**src/rtl/bcd_bottle_counter.sv**
```systemverilog
// -----------------------------------------------------------------------------
// bcd_bottle_counter
//   Two-digit BCD bottle counter for the wine line. It synchronises and
//   filters the bottle-presence sensor, counts each rising edge of the
//   filtered level, and groups bottles into boxes of BOX_SIZE. It drives
//   unit, tens and box-count BCD nibbles that feed displaydecimal decoders
//   directly (bit 3 -> decoder input A, bit 0 -> decoder input D).
//
//   Compile-time option:
//     BOTTLE_DEBOUNCE_EN  defined   -> run-length filter of DEB_CYCLES samples
//                         undefined -> filtered level is the synchronised level
//
//   Parameters:
//     DEB_CYCLES  1..15  identical samples needed to change the filtered level
//     BOX_SIZE    1..15  bottles per box
//     WRAP        1 = 99 wraps to 00 with CARRY, 0 = saturate at 99
// -----------------------------------------------------------------------------
module bcd_bottle_counter #(
    parameter int DEB_CYCLES = 4,
    parameter int BOX_SIZE   = 6,
    parameter int WRAP       = 1
) (
    input  logic       CLK,
    input  logic       RST_N,
    input  logic       SENSOR,
    input  logic       EN,
    input  logic       CLR,
    output logic [3:0] UNI,
    output logic [3:0] DEZ,
    output logic [3:0] BOXCNT,
    output logic       FULL,
    output logic       CARRY,
    output logic       BOX
);

    // Last legal value of the box progress counter before a box completes.
    localparam logic [3:0] BOX_LAST = 4'(BOX_SIZE - 1);
    localparam logic [3:0] BCD_MAX  = 4'd9;

    // BCD digit increment, 9 rolls over to 0.
    function automatic logic [3:0] bcd_inc(input logic [3:0] d);
        return (d >= BCD_MAX) ? 4'd0 : d + 4'd1;
    endfunction

    // -------------------------------------------------------------------------
    // Input path: synchroniser
    // -------------------------------------------------------------------------
    logic s1_q;
    logic s2_q;

    // Two-flop synchroniser bringing the asynchronous sensor into CLK domain.
    always_ff @(posedge CLK) begin
        // NOTE: the reset is synchronous: RST_N is tested inside the clocked
        // block and is deliberately absent from the sensitivity list.
        if (!RST_N) begin
            s1_q <= 1'b0;
            s2_q <= 1'b0;
        end else begin
            // NOTE: non-blocking assignments make s2_q take the previous s1_q;
            // blocking ones would collapse the two stages into a single flop.
            s1_q <= SENSOR;
            s2_q <= s1_q;
        end
    end

    // -------------------------------------------------------------------------
    // Input path: filter
    // -------------------------------------------------------------------------
    logic filt;

`ifdef BOTTLE_DEBOUNCE_EN
    // The filtered level flips on the DEB_CYCLES-th consecutive differing
    // sample, so the comparison is against DEB_CYCLES-1 before incrementing.
    localparam logic [3:0] DEB_LAST = 4'(DEB_CYCLES - 1);

    logic [3:0] run_q;
    logic [3:0] run_d;
    logic       filt_q;
    logic       filt_d;

    // Run-length filter: count differing samples, clear on any agreeing one.
    always_comb begin
        run_d  = 4'd0;
        filt_d = filt_q;
        if (s2_q != filt_q) begin
            if (run_q >= DEB_LAST) begin
                filt_d = s2_q;
                run_d  = 4'd0;
            end else begin
                run_d = run_q + 4'd1;
            end
        end
    end

    // Filter state register; CLR deliberately has no effect here.
    always_ff @(posedge CLK) begin
        if (!RST_N) begin
            run_q  <= 4'd0;
            filt_q <= 1'b0;
        end else begin
            run_q  <= run_d;
            filt_q <= filt_d;
        end
    end

    assign filt = filt_q;
`else
    // Without the filter any synchronised high of one cycle is a bottle.
    assign filt = s2_q;
`endif

    // -------------------------------------------------------------------------
    // Edge detection
    // -------------------------------------------------------------------------
    logic prev_q;
    logic edge_evt;

    // Previous filtered level; a rising edge is filt high with prev low.
    always_ff @(posedge CLK) begin
        if (!RST_N) begin
            prev_q <= 1'b0;
        end else begin
            prev_q <= filt;
        end
    end

    assign edge_evt = filt & ~prev_q;

    // -------------------------------------------------------------------------
    // Counter, box tracking and pulses
    // -------------------------------------------------------------------------
    logic [3:0] uni_q,    uni_d;
    logic [3:0] dez_q,    dez_d;
    logic [3:0] boxcnt_q, boxcnt_d;
    logic [3:0] prog_q,   prog_d;
    logic       carry_q,  carry_d;
    logic       box_q,    box_d;

    logic at_max;
    logic saturated;
    logic step;

    assign at_max    = (uni_q == BCD_MAX) && (dez_q == BCD_MAX);
    assign saturated = (WRAP == 0) && at_max;
    // A saturated counter ignores the edge entirely, including box progress.
    assign step      = edge_evt && EN && !saturated;

    // Next-state for digits, box progress and the one-cycle pulses.
    always_comb begin
        // NOTE: every output of this block gets a default first, so no path
        // leaves a variable unassigned and no latch is inferred.
        uni_d    = uni_q;
        dez_d    = dez_q;
        boxcnt_d = boxcnt_q;
        prog_d   = prog_q;
        carry_d  = 1'b0;
        box_d    = 1'b0;

        if (CLR) begin
            // Clear wins over a coincident edge, which is simply lost.
            uni_d    = 4'd0;
            dez_d    = 4'd0;
            boxcnt_d = 4'd0;
            prog_d   = 4'd0;
        end else if (step) begin
            if (at_max) begin
                // Only reachable with WRAP=1; saturation blocks step otherwise.
                uni_d   = 4'd0;
                dez_d   = 4'd0;
                carry_d = 1'b1;
            end else if (uni_q >= BCD_MAX) begin
                uni_d = 4'd0;
                dez_d = bcd_inc(dez_q);
            end else begin
                uni_d = uni_q + 4'd1;
            end

            if (prog_q >= BOX_LAST) begin
                prog_d   = 4'd0;
                box_d    = 1'b1;
                boxcnt_d = bcd_inc(boxcnt_q);
            end else begin
                prog_d = prog_q + 4'd1;
            end
        end
    end

    // Counter state register.
    always_ff @(posedge CLK) begin
        if (!RST_N) begin
            uni_q    <= 4'd0;
            dez_q    <= 4'd0;
            boxcnt_q <= 4'd0;
            prog_q   <= 4'd0;
            carry_q  <= 1'b0;
            box_q    <= 1'b0;
        end else begin
            uni_q    <= uni_d;
            dez_q    <= dez_d;
            boxcnt_q <= boxcnt_d;
            prog_q   <= prog_d;
            carry_q  <= carry_d;
            box_q    <= box_d;
        end
    end

    // -------------------------------------------------------------------------
    // Outputs
    // -------------------------------------------------------------------------
    assign UNI    = uni_q;
    assign DEZ    = dez_q;
    assign BOXCNT = boxcnt_q;
    assign FULL   = at_max;
    assign CARRY  = carry_q;
    assign BOX    = box_q;

endmodule
```
**config.mk**
```make
export PLATFORM = sky130hd
export DESIGN_NAME = bcd_bottle_counter
export DESIGN_NICKNAME = d
export VERILOG_FILES = /design/src/rtl/bcd_bottle_counter.sv
export SDC_FILE = /design/constraint.sdc
export NUM_CORES = 1
export LEC_CHECK = 0
export CAP_MARGIN = 20
export CORE_MARGIN = 2
export CORE_UTILIZATION = 30
export CTS_CLUSTER_SIZE = 8
export DETAILED_ROUTE_END_ITERATION = 6
export PLACE_DENSITY_LB_ADDON = 0.08
export SLEW_MARGIN = 20
export SYNTH_ARGS = -nofsm -noshare
export SYNTH_HDL_FRONTEND = slang
export SYNTH_SLANG_ARGS = --single-unit
```
**constraint.sdc**
```tcl
create_clock -name CLK -period 2 [get_ports CLK]
set_clock_uncertainty 0.2 [all_clocks]
set_input_delay 0.4 -clock CLK [delete_from_list [all_inputs] [get_ports CLK]]
set_output_delay 0.4 -clock CLK [all_outputs]
set_load 0.1 [all_outputs]
```
* Word level (Yosys, flattened, before mapping)
Cells that the tools add are included.
** Storage, ports and cells
- Bits in registers :: 21
- Input port bits :: 5
- Output and inout bits :: 15
- Word-level logic and storage cells :: 39
** Operators by class
- $add $sub $neg :: 4
- $lt $le $gt $ge :: 4
- Eq/ne operators :: 2
- Mux-type cells :: 9
- Bitwise gates (word level) :: 4
- Reduce and logical (&&, ||, !) cells :: 7
** Operator list (count)
- 2-to-1 mux 4 bit :: 7
- adder 4 x 1 -> 4 bit (second input constant) :: 4
- >= comparator 4 bit (second input constant) :: 3
- equality test 4 bit (second input constant) :: 2
- >= comparator 4 x 3 -> 1 bit (second input constant) :: 1
- AND reduction 2 bit :: 2
- inverter 1 bit :: 3
- OR reduction 3 bit :: 1
- logical AND 1 bit :: 2
- 2-to-1 mux 1 bit :: 2
- nonzero test 2 bit :: 1
- OR reduction 2 bit :: 1
- AND 1 bit :: 1

* Depth between registers and ports, before layout
Gate-level depths: netlist of run 1.
- Depth in word-level cells :: 5
- Depth in mapped cells :: 7

* Least setup slack after synthesis of run 1
Ideal clock, no wire load.
- Kind :: register -> register
- From :: register dez_q[0], in the netlist DEZ[0]
- To :: register uni_q[2], in the netlist UNI[2]
- Setup time :: 0.132 ns
- Arrival :: 3.895 ns
- Data required time :: 1.668 ns
- Setup slack :: -2.228 ns
- Stages on the path, launching flop included :: 6
- Path buffers :: 0
- Period minus slack after synthesis :: 4.228 ns
- Cells stage by stage :: dfxtp_1 -> ha_1 -> nand4_1 -> nor3_1 -> nand4bb_1 -> a21oi_1
** On the way
- Cells in the longest elaborated chain, start to end :: 3
** RTL lines
- start, declared :: RTL line 133 : logic [3:0] dez_q, dez_d;
- start signal, assigned :: RTL line 199 : dez_q <= dez_d;
- equality test 4 bit :: RTL line 143 : assign at_max = (uni_q == BCD_MAX) && (dez_q == BCD_MAX);
- logical AND 1 bit :: RTL line 143
- via FULL :: RTL line 31 : output logic FULL,
- 2-to-1 mux 4 bit :: RTL line 166 : if (at_max) begin
- end signal, assigned :: RTL line 198 : uni_q <= uni_d;
- end, declared :: RTL line 132 : logic [3:0] uni_q, uni_d;
The timed path passes the listed nets, and every way through them passes these cells.
A chain may end at the register's enable or synchronous reset.

* Final worst setup path of run 1
- From :: register dez_q[1], in the netlist DEZ[1]
- To :: output FULL
** On the way
- Cells in the longest elaborated chain, start to end :: 2
** RTL lines (RTL line)
- equality test 4 bit :: 143
- logical AND 1 bit :: 143
- end, declared :: 31
No other way between the ends.

==> results_dict.tcl, run 1 <==
set metrics [dict create \
    drv_cap 0 \
    dr_total_vias 967 \
    path_clk_slew_ps 110 \
    firstDrtPassIters 4 \
    ys_ff_latch 21 \
    ant_nets 0 \
    cts_made_buffers 3 \
    synth_area_per_cell_um2 8.789 \
    fp.dieW_um 64.27 \
    diodes 0 \
    io_buffers 19 \
    synthDistinctLibCells 32 \
    r2r_end "DEZ[3]" \
    antenna_found_initial 0 \
    utilization_pct 47.95 \
    synth_top_cell_by_area "dfxtp_1" \
    wire_per_inst_um 11.75 \
    pwr-share-comb_pct 5.7 \
    via_per_inst 4.859 \
    grt.met2_usage_pct 20.31 \
    setup_tns_ps 0 \
    synth_area_leaders "dfxtp_1 39%, ha_1 14%, a21oi_1 5.5%" \
    drtIter0Drc 24 \
    synthMuxAreaShare_pct 0.9185 \
    yosysSeqAreaShare_pct 38.58 \
    r2r_slack_ps 120 \
    synthAdderAreaFrac_pct 13.78 \
    yosys.area_share.simple_pct 23.88 \
    grt_pass1_vias 935 \
    register_area_um2 447.9 \
    cts_tree "yes" \
    outcome "completed" \
    rows 21 \
    ir_drop_mv 0.1792 \
    p_total_uw 663.0 \
    path_class "flip-flop to output pin" \
    synth_top_family_by_area "simple AND/OR/NAND/NOR gates" \
    clock_latency_ps 310 \
    tightest_slew_ps 486.7 \
    htreeDepth 1 \
    fp.dieArea_um2 4131 \
    multi_input_area_um2 640.6 \
    rsz0062_at_grt "yes" \
    holdPathEnd "filt" \
    finalSetupViolCount 0 \
    r2r_start "UNI[0]" \
    finalCriticalPeriod_ps 1984 \
    crit_required_ps 1400 \
    grt_use_met1_pct 17.35 \
    synth_top_area_share_pct 38.58 \
    nFillCells 335 \
    power_density_nw_per_um2 404.8 \
    min_path_type "flip-flop to flip-flop" \
    swShare_pct 23.33 \
    seq_power_share_pct 62.4 \
    cts-root-buf "clkbuf_4" \
    layout_commonest_cell "buf_12" \
    wl_um 2339 \
    area_delta_synth_final_pct 50.29 \
    hold_depth 1 \
    grt_pass1_wl_um 4215 \
    synth_warnings 0 \
    synth_xor_area_share_pct 0 \
    die_h_um 64.27 \
    busiest_layer "met2" \
    finalHoldViolCount 0 \
    cts_sinks 21 \
    power_switching_uw 154.6 \
    p_int_uw 508.3 \
    layout-drive-gt1-share_pct 31.37 \
    nets 171 \
    critical_path_peak_fanout 2 \
    pwr-share-clk_pct 32.0 \
    leakage_nw 0.6246 \
    drv_slew 0 \
    slew_headroom_pct 67.28 \
    max_freq_mhz 504.1 \
    core_um2 3416 \
    post-route-period-util_pct 99.18 \
    initial_core_util_pct 31.90 \
    grt_max_degree 12 \
    syn-cell-area_um2 1090 \
    route.detailed.drc 0 \
    io_pins 20 \
    dp_hpwl_um 1760 \
    syn_inst 124 \
    synth-compound-area-share_pct 16.88 \
    mappedNetlistNets 141 \
    ctsLongestPathBuffers 2 \
    crit_arrival_ps 1380 \
    end_kind "output pin" \
    place_congestion 0.7450 \
    met3_usage_pct 2.113 \
    grt_usage_pct 13.02 \
    startpoint_type "flip-flop" \
    grt_overflow 0 \
    min_from "s1_q" \
    final_cell_mix "15 x buf_12, 13 x dfxtp_1, 12 x a21oi_1" \
    reg2reg_depth 7 \
]
-- critical path, stage by stage, from the launching register on --
cell and delay (ps):
dfxtp_4 370, inv_4 60, ha_4 130, nand4_1 120
nor3_4 190, buf_12 200
-- registers in the layout, indices dropped and copies added (netlist names) --
name	count
BOXCNT	4
DEZ	4
UNI	4
prog_q	4
BOX	1
CARRY	1
filt	1
prev_q	1
s1_q	1
-- metal layers --
metal  vias up  share of wire, %
met4         0               2.3
met3         5               3.6
li1        503                 -
met1       439                50
met5         -                 0
met2        20                44
-- cells by family after synthesis --
family          count (synthesis)
mux                             1
simple gates                   46
fa+ha+maj                      12
flops                          21
compound gates                 29
buf+inv                        15
-- stage by stage --
step	cell area, um2	setup WS [ps]	hold slack, ps	std cells
floorplan	1154	-323.6	211.8	124
global placement	1569	109.3	221.4	190
detailed placement	1569	62.87	232.1	190
CTS	1638	3.662	261.1	199
global route	1638	-66.37	273.7	199
finish	1638	16.44	251.9	199
-- power by group through the flow --
stage | combinational (mW) | sequential (mW) | clock [mW]
2_1_floorplan | 0.0167 | 0.425 | 0
3_3_place_gp | 0.0368 | 0.423 | 0
3_5_place_dp | 0.0372 | 0.423 | 0
4_1_cts | 0.0381 | 0.414 | 0.220
5_1_grt | 0.0424 | 0.414 | 0.243
6_report | 0.0377 | 0.413 | 0.212
-- area by class of cell --
type	instances	area share [%]
Multi-Input combinational cell	88	39.11
Sequential cell	21	27.35
Timing Repair Buffer	30	25.82
Tap cell	46	3.514
Inverter	10	2.597
Clock buffer	4	1.604
-- Yosys cell counts --
| cell | count |
|---|---|
| inv_1 | 10 |
| nand2_1 | 7 |
| or3b_2 | 1 |
| and2_1 | 3 |
| or3b_4 | 1 |
| o31ai_2 | 1 |
| a21o_1 | 1 |
| nor2_1 | 7 |
| mux2i_1 | 1 |
| nor3_1 | 7 |
| nand4_1 | 5 |
| nand3b_1 | 1 |
| ha_1 | 12 |
| o31ai_1 | 1 |
| a41oi_2 | 1 |
| dfxtp_1 | 21 |
| and3_4 | 1 |
| buf_6 | 1 |
| a21oi_1 | 12 |
| and3b_1 | 1 |
| a2bb2oi_1 | 1 |
| and3_1 | 1 |
| nand3_1 | 6 |
| nand2b_1 | 2 |
| nor2b_1 | 1 |
| nand4bb_1 | 1 |
| buf_2 | 1 |
| a2111oi_0 | 1 |
| clkbuf_1 | 3 |
| o21ai_0 | 9 |
| nand4b_1 | 1 |
| a41oi_1 | 2 |
-- what timing repair did --
action,4_1_cts,5_1_grt
buffers inserted,5,0
setup endpoints to repair,1,3
resized for setup,2,1
hold buffers,0,0
pin swaps,3,0
-- worst max path at each step --
stage                            to  cells past startpoint   start
final                          FULL                      5  DEZ[1]
after global routing           FULL                      5  DEZ[1]
after CTS                      FULL                      5  DEZ[1]
after detailed placement  BOXCNT[0]                      5      EN
after global placement       DEZ[2]                      5      EN
after floorplan              UNI[2]                      5  DEZ[0]
Power figures use the tool's default switching activity.
==> run 2, diff against run 1 <==
ABC_CLOCK_PERIOD_IN_PS = 2000   (was unset)
SLEW_MARGIN = 10   (was 20)
==> results of run 2 <==
No change in the layout: final DEF, timing and power equal those of run 1.
==> edit 1: new RTL, config.mk and constraints of run 2 <==
Build with the macro `BOTTLE_DEBOUNCE_EN` defined.
--- a/src/rtl/bcd_bottle_counter.sv
+++ b/src/rtl/bcd_bottle_counter.sv
@@ -15,6 +15,8 @@
 //     BOX_SIZE    1..15  bottles per box
 //     WRAP        1 = 99 wraps to 00 with CARRY, 0 = saturate at 99
 // -----------------------------------------------------------------------------
+`define BOTTLE_DEBOUNCE_EN
+
 module bcd_bottle_counter #(
     parameter int DEB_CYCLES = 4,
     parameter int BOX_SIZE   = 6,
Check against the original RTL: not equivalent (a bounded check fails within 4 cycles, from zero or initial values and one cycle with RST_N low).
==> edit 1 against run 2 <==
- total power rose by 29%
- synthesized area rose by 14%
- register-to-register slack improved by 0.06 ns
- setup slack improved by 0.024 ns
- synthesized cell count rose by 8.1%
- wire length rose by 4.5%
- sequential cell count rose by 5
- fmax rose by 1.2%
- sequential power rose by 25%
- design area rose by 11%
- critical path type unchanged
- largest cell class unchanged
- highest routed layer unchanged
==> edit 1: results <==
run_status:
  status: "finished clean"
cells_and_area:
  fin_cells: 214
  insertedDiodeCount: 0
  drive_above_1_share: 0.274
  n_fill_cell: 383
  fin_nets: 183
cts:
  insertion_delay_ns: 0.26
  ctsResizeCount: 1
  htree_num_levels: 1
  cts_root_buffer: "clkbuf_8"
  post_cts_buffers: 1
  clk_pin_slew_ns: 0.09
yosys:
  synth_cell_types: 40
  synthTopCellsByCount: "26 x dfxtp_1, 13 x ha_1, 11 x inv_1"
  yosys-top-cells-area: "dfxtp_1 42%, ha_1 13%, inv_1 3.3%, a21oi_1 3.2%, nor2_1 3.0%"
  yosysSeqAreaShare: 0.420
  synth.avg_cell_area_um2: 9.24
  yosys_warnings: 0
worst_setup_path:
  cp_max_fo: 4
  reg2reg_from: "UNI[0]"
  setup.worst_path.start: "DEZ[1]"
pwr:
  pg_seq_mw: 0.517
  seqPwrFrac: 0.606
  leakage_nw: 0.689
  vdd_drop_max_mv: 0.256
  switching_share: 0.211
  clkPwrFrac: 0.346
grt:
  grt.total_usage: 0.124
  grt_first_pass_wirelength_mm: 4.46
  grt_max_degree: 15
  grt_pass1_vias: 993
routing:
  vias: 1021
  dr.first_iter.drc_count: 57
  drtPass1Iterations: 4
  routed_wl_mm: 2.45
placed_design:
  port_buffers: 19
  dp.final_hpwl_mm: 1.92
  postPlaceCellArea_um2: 1760
  place.gp.congestion: 0.807
  dpl_worst_slack_ns: -0.0377
min_path:
  worstHoldStart: "run_q[0]"
  holdCritPathClass: "register to register"
==> edit 1: cell types whose count changed after synthesis, moves of 2 or more <==
cell	before	now
o21ai_0	9	6
a21oi_1	12	8
a211oi_1	0	2
nand3_1	6	2
nor3_1	7	4
nand2b_1	2	4
a22oi_1	0	2
nor2_1	7	10
o41ai_1	0	2
dfxtp_1	21	26
o21a_1	0	2
==> edit 1: kinds of logic (layout without fill, tap and decap cells) <==
family / count (synthesis) / after routing / share of synthesized area
adder cells (fa/ha/maj): 13 / 13 / 0.131
other: 1 / 2 / 0.00303
multiplexers: 1 / 1 / 0.00808
flip-flops: 26 / 26 / 0.420
XOR/XNOR: 1 / 1 / 0.00707
AO/OA/AOI/OAI: 31 / 31 / 0.165
buffers and inverters: 15 / 44 / 0.0495
AND/OR/NAND/NOR: 46 / 46 / 0.216
==> edit 1: path summary, 6_finish.rpt <==
kind | endpoint | slack [ns] | depth (start not counted)
worst max-delay path | FULL | 0.04 | 5
worst min-delay path | run_q[0] | 0.23 | 1
worst min register to register | run_q[0] | 0.23 | 1
worst max register to register | DEZ[0] | 0.18 | 7
==> edit 1: per-layer routing <==
layer	up-vias	routed length [um]	GRT usage	share of wire
li1	531	-	-	-
met1	469	1180	0.164	0.48
met2	19	1140	0.203	0.47
met3	2	110	0.0230	0.045
met4	0	20	0.0375	0.0082
met5	-	0	0	0
==> edit 1: cell type report <==
cell class	instances	area [um^2]	share of cell area
multi-input combinational	94	697	0.385
clock inverter	1	3.75	0.00207
clock buffer	3	41.3	0.0228
timing repair buffer	29	415	0.229
inverter	11	43.8	0.0242
tap	50	62.6	0.0346
sequential	26	547	0.302
==> edit 1: critical path, stage by stage, from the launching register on <==
cell	delay [ns]
dfxtp_4	0.38
inv_4	0.07
ha_4	0.13
nand4_1	0.11
nor3_4	0.20
buf_12	0.20
==> edit 2: new RTL, flow settings as in run 2 <==
Without the edit above. Add an input register stage for `SENSOR`, without a reset; this delays it by one clock. The other inputs are not delayed to match.
--- a/src/rtl/bcd_bottle_counter.sv
+++ b/src/rtl/bcd_bottle_counter.sv
@@ -37,6 +37,12 @@
     localparam logic [3:0] BOX_LAST = 4'(BOX_SIZE - 1);
     localparam logic [3:0] BCD_MAX  = 4'd9;
 
+    logic SENSOR_q;
+
+    always_ff @(posedge CLK) begin
+        SENSOR_q <= SENSOR;
+    end
+
     // BCD digit increment, 9 rolls over to 0.
     function automatic logic [3:0] bcd_inc(input logic [3:0] d);
         return (d >= BCD_MAX) ? 4'd0 : d + 4'd1;
@@ -58,7 +64,7 @@
         end else begin
             // NOTE: non-blocking assignments make s2_q take the previous s1_q;
             // blocking ones would collapse the two stages into a single flop.
-            s1_q <= SENSOR;
+            s1_q <= SENSOR_q;
             s2_q <= s1_q;
         end
     end
Formal check against the unedited RTL: not equivalent (Yosys sat finds a counterexample within 4 cycles, from zero or initial values and one cycle with RST_N low).
==> edit 2 against run 2 <==
- design area up 1.1%
- synthesized cell count up 0.81%
- total power up 19%
- setup slack better by 0.024 ns
- synthesized area up 1.8%
- critical path depth unchanged
- sequential power up 5.1%
- sequential cell count up 1
- fmax up 1.2%
- clock power up 50%
- wire length up 3.6%
- non-clock buffer count down 5
- critical path type unchanged
==> edit 2: results <==
run_status:
  status: "finished clean"
routing:
  met3_length_um: 98
  via_per_inst: 4.93
  vias: 971
  dr.first_iter.drc_count: 18
cells_and_area:
  drive_above_1_share: 0.295
  clk_share: 0.0333
  non_clock_buffer_count: 25
  fin_util: 0.459
  multi_input_area_um2: 644
  fin_nets: 167
yosys:
  yosys-top-cells-area: "dfxtp_1 40%, ha_1 14%, a21oi_1 5.4%, o21ai_0 4.1%, inv_1 3.4%"
  syn-instance-count: 125
  synth_seq_cells: 22
  synthTopCellsByCount: "22 x dfxtp_1, 12 x a21oi_1, 12 x ha_1"
placed_design:
  dpl_worst_slack_ns: 0.0620
  placed_cells: 192
  dp.final_hpwl_mm: 1.83
grt:
  grt.total_usage: 0.126
  use_met3: 0.0243
  gr-usage-met2: 0.213
pwr:
  p_int_mw: 0.626
  pg_seq_mw: 0.434
sta:
  hold-worst-slack_ns: 0.242
  relSlewSlack: 0.664
cts:
  cts_root_buffer: "clkbuf_8"
die:
  core_um2: 3610
min_path:
  worstHoldStart: "SENSOR_q"
worst_setup_path:
  r2r_slack_ns: 0.21
==> edit 2: changes by cell type after synthesis <==
cell / change
dfxtp_1: +1
==> edit 2: how the worst max path moves through the flow <==
| stage | startpoint | endpoint | slack, ns | cells after the start |
|---|---|---|---|---|
| global placement | EN | DEZ[3] | 0.11 | 5 |
| finish | UNI[1] | FULL | 0.04 | 5 |
| detailed placement | EN | DEZ[2] | 0.06 | 5 |
| floorplan | DEZ[0] | UNI[2] | -0.32 | 5 |
| global route | DEZ[1] | FULL | -0.03 | 5 |
| CTS | DEZ[1] | FULL | 0.004 | 5 |
==> edit 2: kinds of logic after synthesis <==
family,share of synthesized area
AND/OR/NAND/NOR,0.235
flip-flops,0.397
AO/OA/AOI/OAI,0.166
multiplexers,0.00902
adder cells (fa/ha/maj),0.135
buffers and inverters,0.0586
==> edit 2: critical path, stage by stage (launching register included) <==
cell and delay (ns):
dfxtp_4 0.38, inv_4 0.07, ha_4 0.13, nand4_1 0.11, nor3_4 0.20, buf_12 0.21
